[config.mk]
export PLATFORM = sky130hd
export DESIGN_NAME = pe_col_ctrl
export DESIGN_NICKNAME = d
export VERILOG_FILES = /design/src/rtl/pe_col_ctrl_pkg.sv /design/src/rtl/pe_col_ctrl_rr_arbiter.sv /design/src/rtl/pe_col_ctrl.sv
export SDC_FILE = /design/constraint.sdc
export NUM_CORES = 1
export LEC_CHECK = 0
export ABC_AREA = 1
export CAP_MARGIN = 10
export CORE_UTILIZATION = 45
export DETAILED_ROUTE_END_ITERATION = 16
export PLACE_DENSITY_LB_ADDON = 0.15
export REMOVE_ABC_BUFFERS = 1
export SLEW_MARGIN = 10
export SYNTH_ARGS = -nofsm -noshare
export SYNTH_HDL_FRONTEND = slang
export SYNTH_HIERARCHICAL = 1
export SYNTH_SLANG_ARGS = --single-unit
[constraint.sdc]
create_clock -name clk -period 2.5 [get_ports clk]
set_clock_uncertainty 0.2 [all_clocks]
set_input_delay 0.5 -clock clk [delete_from_list [all_inputs] [get_ports clk]]
set_output_delay 0.5 -clock clk [all_outputs]
set_load 0.05 [all_outputs]
[src/rtl/pe_col_ctrl_pkg.sv]
// Shared types and constants for the PE column controller.
// The PE step/weight-mode types match what the PE instances decode.
package pe_col_ctrl_pkg;

    localparam int STEPS_3X3 = 6;
    localparam int STEPS_5X5 = 12;

    typedef enum logic [3:0] {
        IDLE    = 4'd0,
        STEP_1  = 4'd1,
        STEP_2  = 4'd2,
        STEP_3  = 4'd3,
        STEP_4  = 4'd4,
        STEP_5  = 4'd5,
        STEP_6  = 4'd6,
        STEP_7  = 4'd7,
        STEP_8  = 4'd8,
        STEP_9  = 4'd9,
        STEP_10 = 4'd10,
        STEP_11 = 4'd11,
        STEP_12 = 4'd12
    } PE_state_t;

    typedef enum logic [2:0] {
        E_MODE = 3'd0,
        A_MODE = 3'd1,
        B_MODE = 3'd2,
        C_MODE = 3'd3,
        D_MODE = 3'd4
    } PE_weight_mode_t;

    typedef enum logic [2:0] {
        S_IDLE,
        S_LOAD,
        S_STEP,
        S_FIN,
        S_DRAIN
    } ctrl_fsm_t;

    function automatic logic [3:0] last_step(input logic kernel5);
        return kernel5 ? 4'(STEPS_5X5) : 4'(STEPS_3X3);
    endfunction

endpackage

[src/rtl/pe_col_ctrl_rr_arbiter.sv]
// Round-robin arbiter: grants the first requester at or after the pointer,
// then moves the pointer just past the winner.
module pe_col_ctrl_rr_arbiter #(
    parameter int N = 4,
    localparam int W = (N > 1) ? $clog2(N) : 1
) (
    input  logic         clk,
    input  logic         rst_n,
    input  logic [N-1:0] req,
    input  logic         en,
    output logic [N-1:0] grant,
    output logic [W-1:0] grant_idx
);

    logic [W-1:0] ptr;
    logic [W-1:0] idx;

    // Scan from the farthest candidate down so the nearest one wins last.
    always_comb begin
        grant     = '0;
        grant_idx = '0;
        idx       = '0;
        for (int i = N - 1; i >= 0; i--) begin
            idx = W'((int'(ptr) + i) % N);
            if (en && req[idx]) begin
                grant      = '0;
                grant[idx] = 1'b1;
                grant_idx  = idx;
            end
        end
    end

    always_ff @(posedge clk or negedge rst_n) begin
        if (!rst_n) begin
            ptr <= '0;
        end else if (|grant) begin
            ptr <= (grant_idx == W'(N - 1)) ? '0 : grant_idx + W'(1);
        end
    end

endmodule

[src/rtl/pe_col_ctrl.sv]
// Column controller: sequences PE steps and weight modes per activation
// group, tracks row/column position, and drains PE psum FIFOs round-robin.
module pe_col_ctrl
    import pe_col_ctrl_pkg::*;
#(
    parameter int NUM_PE = 4,
    parameter int COL_W  = 8,
    parameter int ROW_W  = 8
) (
    input  logic                      clk,
    input  logic                      rst_n,
    input  logic                      start,
    input  logic                      cfg_kernel5,
    input  logic [COL_W-1:0]          cfg_row_len,
    input  logic [ROW_W-1:0]          cfg_num_rows,
    input  logic                      act_valid,
    output logic                      act_ready,
    output PE_state_t                 state,
    output PE_weight_mode_t           weight_mode,
    output logic                      weight_ld,
    output logic                      finish,
    output logic                      end_of_row,
    input  logic [NUM_PE-1:0]         pe_fifo_full,
    input  logic [NUM_PE-1:0]         pe_fifo_empty,
    output logic [NUM_PE-1:0]         pe_fifo_rd_en,
    output logic                      out_valid,
    output logic [$clog2(NUM_PE)-1:0] out_pe_id,
    input  logic                      out_ready,
    output logic                      busy,
    output logic                      done
);

    ctrl_fsm_t                 fsm;
    logic [3:0]                step;
    logic [COL_W-1:0]          col;
    logic [COL_W-1:0]          row_len_q;
    logic [ROW_W-1:0]          row;
    logic [ROW_W-1:0]          num_rows_q;
    logic                      kernel5_q;
    logic                      any_full;
    logic                      step_go;
    logic                      fin_go;
    logic                      last_col;
    logic                      last_row;
    logic                      last_of_mode;
    logic                      last_mode;
    logic                      drain_ok;
    logic                      arb_en;
    logic [NUM_PE-1:0]         grant;
    logic [$clog2(NUM_PE)-1:0] grant_idx;

    assign any_full     = |pe_fifo_full;
    assign step_go      = (fsm == S_STEP) && act_valid && !any_full;
    assign fin_go       = (fsm == S_FIN) && !any_full;
    assign last_col     = (col == row_len_q - COL_W'(1));
    assign last_row     = (row == num_rows_q - ROW_W'(1));
    assign last_of_mode = (step == last_step(kernel5_q));
    assign last_mode    = (weight_mode == E_MODE) || (weight_mode == D_MODE);
    // A word still waiting on out_ready counts as an outstanding read.
    assign drain_ok     = (&pe_fifo_empty) && (!out_valid || out_ready);

    // Stalled cycles present IDLE so no PE accumulates a stale activation.
    assign act_ready  = step_go;
    assign state      = step_go ? PE_state_t'(step) : IDLE;
    assign weight_ld  = (fsm == S_LOAD);
    assign finish     = fin_go;
    assign end_of_row = fin_go && last_col;
    assign busy       = (fsm != S_IDLE);
    assign done       = (fsm == S_DRAIN) && drain_ok;

    assign arb_en        = busy && (out_ready || !out_valid);
    assign pe_fifo_rd_en = grant;

    pe_col_ctrl_rr_arbiter #(.N(NUM_PE)) u_arb (
        .clk       (clk),
        .rst_n     (rst_n),
        .req       (~pe_fifo_empty),
        .en        (arb_en),
        .grant     (grant),
        .grant_idx (grant_idx)
    );

    always_ff @(posedge clk or negedge rst_n) begin
        if (!rst_n) begin
            fsm         <= S_IDLE;
            step        <= '0;
            col         <= '0;
            row         <= '0;
            row_len_q   <= '0;
            num_rows_q  <= '0;
            kernel5_q   <= 1'b0;
            weight_mode <= E_MODE;
        end else begin
            unique case (fsm)
                S_IDLE: if (start) begin
                    kernel5_q   <= cfg_kernel5;
                    row_len_q   <= cfg_row_len;
                    num_rows_q  <= cfg_num_rows;
                    col         <= '0;
                    row         <= '0;
                    step        <= 4'd1;
                    weight_mode <= cfg_kernel5 ? A_MODE : E_MODE;
                    fsm         <= S_LOAD;
                end
                S_LOAD: fsm <= S_STEP;
                S_STEP: if (step_go) begin
                    if (!last_of_mode) begin
                        step <= step + 4'd1;
                    end else begin
                        step <= 4'd1;
                        if (last_mode) begin
                            fsm <= S_FIN;
                        end else begin
                            weight_mode <= PE_weight_mode_t'(weight_mode + 3'd1);
                            fsm         <= S_LOAD;
                        end
                    end
                end
                S_FIN: if (fin_go) begin
                    weight_mode <= kernel5_q ? A_MODE : E_MODE;
                    if (last_col) begin
                        col <= '0;
                        if (last_row) begin
                            row <= '0;
                            fsm <= S_DRAIN;
                        end else begin
                            row <= row + ROW_W'(1);
                            fsm <= S_LOAD;
                        end
                    end else begin
                        col <= col + COL_W'(1);
                        fsm <= S_LOAD;
                    end
                end
                S_DRAIN: if (drain_ok) begin
                    weight_mode <= E_MODE;
                    fsm         <= S_IDLE;
                end
                default: fsm <= S_IDLE;
            endcase
        end
    end

    // FIFO read data appears one cycle after rd_en, so valid/id follow a grant.
    always_ff @(posedge clk or negedge rst_n) begin
        if (!rst_n) begin
            out_valid <= 1'b0;
            out_pe_id <= '0;
        end else if (|grant) begin
            out_valid <= 1'b1;
            out_pe_id <= grant_idx;
        end else if (out_ready) begin
            out_valid <= 1'b0;
        end
    end

endmodule

==> results of run 1 <==
## cell usage in the layout, fill, tap and decap left out, drive strengths merged
master,n
clkbuf,6
nand3b,2
o21ai,38
a22oi,1
buf,94
dlygate4sd3,1
xnor2,9
nand4,7
clkinv,1
clkdlybuf4s50,25
xor2,11
nor4,1
nor3,4
dlygate4sd2,5
ha,15
nand2,195
o221ai,1
bufinv,1
o21bai,1
nor2,74
a21oi,7
dlymetal6s2s,4
nand3,42
dfrtp,48
inv,75
## power groups by stage
| stage | registers (mW) | logic, mW | clock network, mW |
|---|---|---|---|
| CTS | 1.25 | 4.79 | 0.624 |
| global route | 1.30 | 6.05 | 0.657 |
| global placement | 1.25 | 4.00 | 0 |
| finish | 1.26 | 5.58 | 0.613 |
| detailed placement | 1.25 | 4.09 | 0 |
| floorplan | 1.36 | 2.49 | 0 |
## worst max-delay path by stage
| stage | start | end | slack, ns |
|---|---|---|---|
| 4_1_cts | fsm[0] | pe_fifo_rd_en[2] | -0.12 |
| 6_report | u_arb/ptr[0] | pe_fifo_rd_en[0] | -0.20 |
| 3_5_place_dp | out_ready | pe_fifo_rd_en[2] | -0.41 |
| 3_3_place_gp | out_ready | pe_fifo_rd_en[2] | -0.33 |
| 5_1_grt | row_len_q[1] | end_of_row | -0.30 |
| 2_1_floorplan | fsm[2] | state[0] | -0.56 |
## state kept, by name (all words and copies together), names as in the netlist
register     count
u_arb/ptr        2
kernel5_q        1
weight_mode      3
row              8
row_len_q        8
out_valid        1
num_rows_q       8
col              8
step             4
fsm              3
out_pe_id        2
## layout make-up
type                       count  share of cell area, %
tap                          102                  2.379
clock buffer                   6                  1.539
inverter                      75                  5.434
sequential                    48                  22.39
clock inverter                 2                 0.7229
timing repair buffer         129                  23.88
multi-input combinational    408                  43.66
## metrics by stage
step	hold WS [ns]	setup TNS (ns)
6_report	0.3016	-1.143
5_1_grt	0.3408	-2.546
4_1_cts	0.3072	-0.5816
3_5_place_dp	0.1893	-3.550
3_3_place_gp	0.1875	-2.969
2_1_floorplan	0.004409	-6.191
## synthesized netlist by cell type (all sizes together)
library cell,number,area [µm²]
nand2,195,762.0
inv,75,281.5
nor2,74,327.8
dfrtp,48,1201
nand3,41,227.7
o21ai,38,190.2
ha,15,187.7
xor2,11,96.34
xnor2,9,78.83
a21oi,7,57.55
nand4,7,43.79
clkbuf,5,20.01
nor3,4,25.02
buf,2,26.27
nand3b,2,15.01
a22oi,1,7.510
nor4,1,6.260
o21bai,1,7.510
o221ai,1,8.760
## worst min-delay path, delay by kind of cell, from the launching register on
family	cells	cell delay (ns)
flops	1	0.37
simple gates	2	0.11
## kinds of logic (layout without fill, tap and decap cells)
kind of cell / count (synthesis) / count (layout) / synth area share (%)
XOR/XNOR: 20 / 20 / 4.905
buffers and inverters: 82 / 212 / 9.180
flip-flops: 48 / 48 / 33.64
AND/OR/NAND/NOR: 324 / 325 / 39.42
adder cells (fa/ha/maj): 15 / 15 / 5.256
AO/OA/AOI/OAI: 48 / 48 / 7.603
## what timing repair did
| action | 4_1_cts | 5_1_grt |
|---|---|---|
| resized for setup | 48 | 65 |
| setup buffers | 31 | 19 |
| setup endpoints to repair | 12 | 18 |
| pin swaps | 24 | 30 |
| gates cloned | 1 | 0 |
| hold endpoints to repair | 8 | 0 |
| hold buffers | 1 | 0 |
## metal layers
metal	part of all wire (%)	vias to the layer above
met5	0	-
met4	3.4	0
met3	4.0	32
met2	51	115
met1	41	1808
li1	-	1928
==> out/summary.txt, run 1 <==
Status - finished with violations
Failing checks - setup timing
First drt pass iteration count - 6
Top Ports - 50
Layout area overhead - 50.25%
Post-route setup slack - -0.1993 ns
Fmax - 370.5 MHz
Multi-input gate area - 2342 µm²
Seq/Total Area, Yosys - 33.64%
Max Slew Vio Count - 0
Post-synthesis cell type count - 31
WP data required - 1.80 ns
CP startpoint kind - flip-flop
Row cnt - 32
Antenna diodes - 0
RSZ-0062 raised after global routing - true
Routed WL per cell - 13.55 µm
Critical path type - reg2out
Largest net degree at the start of global routing - 41
Met2 usage - 42.87%
Die W - 91.08 µm
Post-route minimum period - 2.699 ns
Port bufs - 49
Hold path cells - 2
Reg2reg path depth - 18
Max-cap viol count - 0
Antenna Nets Post-Route - 0
Dpl hpwl - 6688 µm
Largest delay share family, worst path - simple AND/OR/NAND/NOR gates
Clk sink count - 48
Non-Filler Instances - 770
Endpoints failing hold - 0
Utilization after layout - 69.79%
CP endpoint kind - output pin
Psw - 3.672 mW
Sw frac - 49.29%
DP Area - 4536 µm²
Core Area - 7687 µm²
Fin crit share - 108.0%
Lkg Pwr - 2.691 nW
Pint - 3.779 mW
Worst path slowest cell - dfrtp_1
Syn Std Cell Area - 3571 µm²
GR Util All Layers - 24.43%
Die Y - 91.08 µm
Remaining DRCs - 0
Clock root cell - clkbuf_8
CTS clk-pin slew, worst paths - 0.10 ns
Design Power - 7.451 mW
Rel. slew slack - 66.79%
Slew @ Worst Pin - 0.4966 ns
DIE AREA - 8296 µm²
Worst Path Buf+Inv - 4
Placer Congestion - 0.9002
Fin area - 5365 µm²
Crit path max fanout - 8
Placed Cells - 715
PwrDens - 1389 nW/µm²
Final net count - 712
Share of power burned in registers - 16.9%
Yosys warnings - 6
Initial Utilization - 46.45%
Routed WL - 10430 µm
Fraction of layout cells with a size suffix above 1 - 29.94%
H-tree levels - 2
Worst path depth - 10
Worst R2R Setup Slack - -0.14 ns
Grt ovf - 0
Worst flop-to-flop path startpoint - row_len_q[0]
Vias - 3883
VDD IR-drop max - 820.1 µV
Initial antenna violation count - 0
Final setup fails - 9
CP arrival - 2.00 ns
Global Route met1 Usage - 29.06%
Worst-path cell chain - inv_2 > buf_6 > nand2_1 > nand3_1 > nand2_4 > nor2_4 > nand2_1 > nand2_2 > inv_2 > buf_12
Worst Hold Launch - row_len_q[7]
Most used routing layer - met2
Syn_area_per_cell - 6.650 µm²
Combinational Power Share - 74.8%
CTS Buffer Depth - 2
Drt via density - 5.043
Vias in the first global route - 3777
CTS tree - done
Mapped Cells - 537
Clk_lat worst skew - 0.31 ns
Met3 GRT Util - 3.434%
Largest stage delay, worst path - 0.41 ns
Min-Delay Endpoint - row_len_q[7]
Yosys reg bits - 48
Placement Setup Slack - -0.4131 ns
Worst R2R End - fsm[0]
Register Area - 1201 µm²
CTS buffer count - 5
Hold Path Class - reg2reg
Clock network power share - 8.2%
Fillers - 609
First-pass GRT wire length - 16360 µm
Initial DRC count - 152
(Power assumes the default switching activity.)
==> inputs of run 2 (changes only) <==
Settings changed: CORE_UTILIZATION 45 to 25.
==> out/summary.txt, run 2 (synthesized netlist as in run 1, its figures left out) <==
Status - finished with violations (unchanged)
Failing checks - setup timing (unchanged)
Antenna diodes - 0 (unchanged)
Remaining DRCs - 0 (unchanged)
Die Y - 121.5 µm (was 91.08 µm)
PwrDens - 1327 nW/µm² (was 1389 nW/µm²)
Largest stage delay, worst path - 0.36 ns (was 0.41 ns)
Post-route setup slack - -0.1151 ns (was -0.1993 ns)
CTS clk-pin slew, worst paths - 0.07 ns (was 0.10 ns)
Clock root cell - clkbuf_16 (was clkbuf_8)
Worst R2R Setup Slack - 0.12 ns (was -0.14 ns)
Die W - 121.5 µm (was 91.08 µm)
Slew @ Worst Pin - 0.6681 ns (was 0.4966 ns)
Fraction of layout cells with a size suffix above 1 - 25.86% (was 29.94%)
CTS tree - done (unchanged)
DP Area - 4673 µm² (was 4536 µm²)
WP data required - 1.80 ns (about the same)
CP endpoint kind - output pin (unchanged)
Initial DRC count - 188 (was 152)
Post-route minimum period - 2.615 ns (was 2.699 ns)
Design Power - 6.862 mW (was 7.451 mW)
Crit path max fanout - 5 (was 8)
Fin area - 5171 µm² (was 5365 µm²)
RSZ-0062 raised after global routing - true (unchanged)
Rel. slew slack - 55.46% (was 66.79%)
Row cnt - 43 (was 32)
Port bufs - 49 (unchanged)
H-tree levels - 2 (unchanged)
DIE AREA - 14770 µm² (was 8296 µm²)
Vias in the first global route - 3618 (was 3777)
Routed WL per cell - 12.03 µm (was 13.55 µm)
Final setup fails - 5 (was 9)
Clk_lat worst skew - 0.29 ns (was 0.31 ns)
Max-cap viol count - 0 (unchanged)
Largest net degree at the start of global routing - 49 (was 41)
Fin crit share - 104.6% (was 108.0%)
Top Ports - 50 (unchanged)
CTS buffer count - 5 (unchanged)
Layout area overhead - 44.81% (was 50.25%)
# hold bufs at CTS - 0 (was 1)
Final net count - 687 (was 712)
Worst path slowest cell - dfrtp_1 (unchanged)
Placer Congestion - 0.8008 (was 0.9002)
First-pass GRT wire length - 16450 µm (was 16360 µm)
Commonest non-fill, non-tap cells in the layout - nand2_1 (174), inv_1 (53), buf_4 (52), nor2_1 (51), dfrtp_1 (47) (was nand2_1 (171), buf_4 (66), inv_1 (53), nor2_1 (51), dfrtp_1 (48))
Drt via density - 4.421 (was 5.043)
Hold Path Class - in2async (was reg2reg)
Critical path type - reg2out (unchanged)
Dpl hpwl - 7260 µm (was 6688 µm)
Vias - 3634 (was 3883)
Endpoints failing hold - 0 (unchanged)
Clk sink count - 48 (unchanged)
Min Hold Slack - 0.1187 ns (was 0.3016 ns)
Max Slew Vio Count - 0 (unchanged)
CP startpoint kind - flip-flop (unchanged)
Fmax - 382.4 MHz (was 370.5 MHz)
Routed WL - 9892 µm (was 10430 µm)
Worst-path cell chain - inv_2 > ha_4 > inv_4 > nand3_2 > nand3_4 > nor2_4 > nand2_1 > nand3_2 > nand2_2 > inv_2 > buf_12 (was inv_2 > buf_6 > nand2_1 > nand3_1 > nand2_4 > nor2_4 > nand2_1 > nand2_2 > inv_2 > buf_12)
Lkg Pwr - 2.497 nW (was 2.691 nW)
Fillers - 1459 (was 609)
GR Util All Layers - 14.00% (was 24.43%)
VDD IR-drop max - 381.9 µV (was 820.1 µV)
Core Area - 13880 µm² (was 7687 µm²)
Initial Utilization - 25.73% (was 46.45%)
Antenna Nets Post-Route - 0 (unchanged)
Initial antenna violation count - 0 (unchanged)
Most common cell after layout, fill and taps aside - nand2_1 (unchanged)
CTS Buffer Depth - 2 (unchanged)
CP arrival - 1.92 ns (was 2.00 ns)
Grt ovf - 0 (unchanged)
First drt pass iteration count - 4 (was 6)
## run 2: changes by cell type in the layout (fill, tap and decap cells not counted), moves of 3 or more
cell / delta
clkdlybuf4s50_1: +4
clkbuf_16: +5
nand3_1: +4
buf_6: -10
nand2_4: -3
dlymetal6s2s_1: -4
clkbuf_8: -6
nand2_1: +3
nand3_2: -6
buf_4: -14
nor2_2: +3
## run 2: repair_timing
action	4_1_cts	5_1_grt
endpoints found under the setup margin	10	13
buffers inserted	5	8
cloned	2	0
gates resized for setup	51	33
pin swaps	12	20
## run 2: layout make-up
type                            count  area, µm²  area share, %
Clock buffer                        6      128.9          2.492
Sequential cell                    48       1202          23.25
Inverter                           75      286.5          5.541
Timing Repair Buffer              103       1023          19.79
Tap cell                          180      225.2          4.355
Multi-Input combinational cell    409       2300          44.47
Clock inverter                      1      5.005        0.09678
## run 2: final timing paths
path                                from          endpoint  cells past startpoint
max                         u_arb/ptr[0]  pe_fifo_rd_en[3]                     11
min                                rst_n           step[2]                      2
max reg2reg                 u_arb/ptr[1]      out_pe_id[0]                     16
min reg2reg                num_rows_q[7]     num_rows_q[7]                      2
max in group asynchronous          rst_n      row_len_q[5]                      2
min in group clk           num_rows_q[7]     num_rows_q[7]                      2
## run 2: worst max-delay path, delay by kind of cell, from the launching register on
| kind | cells | cell delay (ns) |
|---|---|---|
| AND/OR/NAND/NOR | 6 | 0.60 |
| flip-flops | 1 | 0.36 |
| buffers and inverters | 4 | 0.34 |
| adder cells (fa/ha/maj) | 1 | 0.31 |
## run 2: power by group
group	switching [mW]	internal (mW)	total [mW]
Sequential	0.225	1.03	1.26
Clock	0.305	0.365	0.670
Combinational	2.86	2.08	4.93
Total	3.39	3.48	6.86
## run 2: through the flow
stage	setup slack (ns)	TNS (ns)	cells	utilization (%)
6_report	-0.1151	-0.3887	822	37.25
5_1_grt	-0.2558	-1.302	822	37.25
4_1_cts	-0.1137	-0.2874	814	36.01
3_5_place_dp	-0.3514	-2.913	800	33.67
3_3_place_gp	-0.3323	-2.626	800	33.67
2_1_floorplan	-0.5649	-6.191	530	-
## run 2: metal layers
layer | up-vias | routed length (µm) | share of wire, % | GRT usage [%]
li1 | 1887 | - | - | -
met1 | 1689 | 4499 | 45 | 16.93
met2 | 40 | 4863 | 49 | 24.68
met3 | 18 | 281 | 2.8 | 2.397
met4 | 0 | 247 | 2.5 | 5.170
met5 | - | 0 | 0 | 0
==> inputs of run 3 (changes only) <==
Settings changed: GPL_TIMING_DRIVEN set to 0.
==> out/summary.txt, run 3 (synthesized netlist as in run 1, its figures left out) <==
Vias in the first global route - 3388 (was 3618)
CTS buffer count - 5 (unchanged)
Routed WL per cell - 12.00 µm (was 12.03 µm)
Worst R2R End - u_arb/ptr[1] (was out_pe_id[0])
Antenna Nets Post-Route - 0 (unchanged)
Final net count - 679 (was 687)
Drt via density - 4.459 (was 4.421)
GR Util All Layers - 13.60% (was 14.00%)
Commonest non-fill, non-tap cells in the layout - nand2_1 (177), inv_1 (55), nor2_1 (54), dfrtp_1 (45), buf_4 (38) (was nand2_1 (174), inv_1 (53), buf_4 (52), nor2_1 (51), dfrtp_1 (47))
Max Slew Vio Count - 0 (unchanged)
Failing checks - setup timing (unchanged)
Worst Hold Launch - num_rows_q[7]
Non-Filler Instances - 814 (was 822)
Combinational Power Share - 71.0% (was 71.9%)
Vias - 3630 (was 3634)
DIE AREA - 14770 µm² (unchanged)
WP data required - 1.80 ns (about the same)
Slew @ Worst Pin - 0.5153 ns (was 0.6681 ns)
Hold path cells - 2
Rel. slew slack - 65.59% (was 55.46%)
First-pass GRT wire length - 16010 µm (was 16450 µm)
Worst R2R Setup Slack - -0.07 ns (was 0.12 ns)
Clk_lat worst skew - 0.29 ns (about the same)
CTS Buffer Depth - 2 (unchanged)
Critical path type - reg2out (unchanged)
Psw - 3.367 mW (was 3.386 mW)
Largest net degree at the start of global routing - 31 (was 49)
Min-Delay Endpoint - num_rows_q[7]
Most common cell after layout, fill and taps aside - nand2_1 (unchanged)
Sw frac - 50.48% (was 49.35%)
Post-route minimum period - 2.615 ns (about the same)
Clk sink count - 48 (unchanged)
PwrDens - 1319 nW/µm² (was 1327 nW/µm²)
Row cnt - 43 (unchanged)
Clock root cell - clkbuf_16 (unchanged)
Top Ports - 50 (unchanged)
Routed WL - 9767 µm (was 9892 µm)
Clock network power share - 10.0% (was 9.8%)
Layout area overhead - 41.63% (was 44.81%)
Fmax - 382.4 MHz (about the same)
Lkg Pwr - 2.480 nW (was 2.497 nW)
Share of power burned in registers - 19.0% (was 18.3%)
CTS tree - done (unchanged)
Endpoints failing hold - 0 (unchanged)
Utilization after layout - 36.43% (was 37.25%)
CP endpoint kind - output pin (unchanged)
Post-route setup slack - -0.1149 ns (was -0.1151 ns)
Port bufs - 49 (unchanged)
Pint - 3.303 mW (was 3.476 mW)
Hold Path Class - reg2reg (was in2async)
Max-cap viol count - 0 (unchanged)
RSZ-0062 raised after global routing - true (unchanged)
Reg2reg path depth - 17 (was 16)
Remaining DRCs - 0 (unchanged)
Placed Cells - 761 (was 800)
Dpl hpwl - 6869 µm (was 7260 µm)
VDD IR-drop max - 369.2 µV (was 381.9 µV)
Placer Congestion - 0.7976 (was 0.8008)
Antenna diodes - 0 (unchanged)
Die Y - 121.5 µm (unchanged)
Initial antenna violation count - 0 (unchanged)
CP startpoint kind - flip-flop (unchanged)
Fraction of layout cells with a size suffix above 1 - 23.97% (was 25.86%)
CP arrival - 1.91 ns (was 1.92 ns)
Die W - 121.5 µm (unchanged)
Worst flop-to-flop path startpoint - fsm[1] (was u_arb/ptr[1])
Core Area - 13880 µm² (unchanged)
Final setup fails - 7 (was 5)
Fin crit share - 104.6% (about the same)
CTS clk-pin slew, worst paths - 0.07 ns (about the same)
H-tree levels - 2 (unchanged)
Status - finished with violations (unchanged)
Initial DRC count - 196 (was 188)
First drt pass iteration count - 5 (was 4)
Fillers - 1468 (was 1459)
Crit path max fanout - 6 (was 5)
Grt ovf - 0 (unchanged)
Initial Utilization - 25.73% (unchanged)
## run 3: cell type report
class,instances,area [µm²],area share (%)
clock buffer,6,128.9,2.548
clock inverter,1,5.005,0.09896
inverter,75,291.5,5.764
multi-input combinational,408,2302,45.52
sequential,48,1205,23.82
tap,180,225.2,4.453
timing repair buffer,96,899.6,17.79
## run 3: per-stage QoR
stage / cell area [µm²] / setup slack [ns] / power (mW) / TNS (ns) / hold WS [ns]
3_5_place_dp: 4273 / -1.163 / 4.777 / -16.01 / 0.2868
6_report: 5057 / -0.1149 / 6.669 / -0.5655 / 0.2966
3_3_place_gp: 4240 / -1.683 / 4.721 / -77.03 / 0.2763
5_1_grt: 5057 / -0.2370 / 7.251 / -2.061 / 0.3287
4_1_cts: 4792 / -0.1428 / 6.311 / -0.5121 / 0.3026
2_1_floorplan: 3525 / -0.5649 / 3.847 / -6.191 / 0.004409
## run 3: routing by layer
layer / GRT usage (%) / routed length, µm / up-vias
met5: 0 / 0 / -
met4: 3.549 / 89 / 0
met3: 2.256 / 276 / 5
met2: 23.83 / 4884 / 45
met1: 17.19 / 4516 / 1719
li1: - / - / 1861
## run 3: power groups by stage
stage	clock network, mW	registers, mW	logic, mW
floorplan	0	1.36	2.49
global placement	0	1.32	3.40
detailed placement	0	1.31	3.46
CTS	0.685	1.27	4.36
global route	0.719	1.31	5.22
finish	0.665	1.27	4.74
## run 3: what timing repair did
action	CTS	global route
endpoints found under the hold margin	18	0
buffers inserted	28	17
endpoints found under the setup margin	35	15
pin swaps	18	24
gates resized for setup	130	45
hold buffers	1	0
gates cloned	1	0
## run 3: worst max-delay path by stage
| stage | depth (start not counted) | endpoint | slack [ns] | startpoint |
|---|---|---|---|---|
| floorplan | 7 | state[0] | -0.56 | fsm[2] |
| CTS | 11 | end_of_row | -0.14 | row_len_q[0] |
| finish | 12 | pe_fifo_rd_en[1] | -0.11 | fsm[1] |
| global route | 17 | u_arb/ptr[1] | -0.24 | fsm[1] |
| detailed placement | 10 | pe_fifo_rd_en[2] | -1.16 | out_ready |
| global placement | 8 | step[2] | -1.68 | start |
## run 3: critical path: stages, from the launching register on
cell and delay [ns]:
dfrtp_1 0.38, nor2_2 0.06, nand2_2 0.07, inv_2 0.06, a21oi_4 0.22, nand2_2 0.10
nor2_4 0.21, nor2_4 0.09, nand2_2 0.07, nand3_2 0.06, nand2_2 0.09, inv_2 0.06
buf_8 0.15
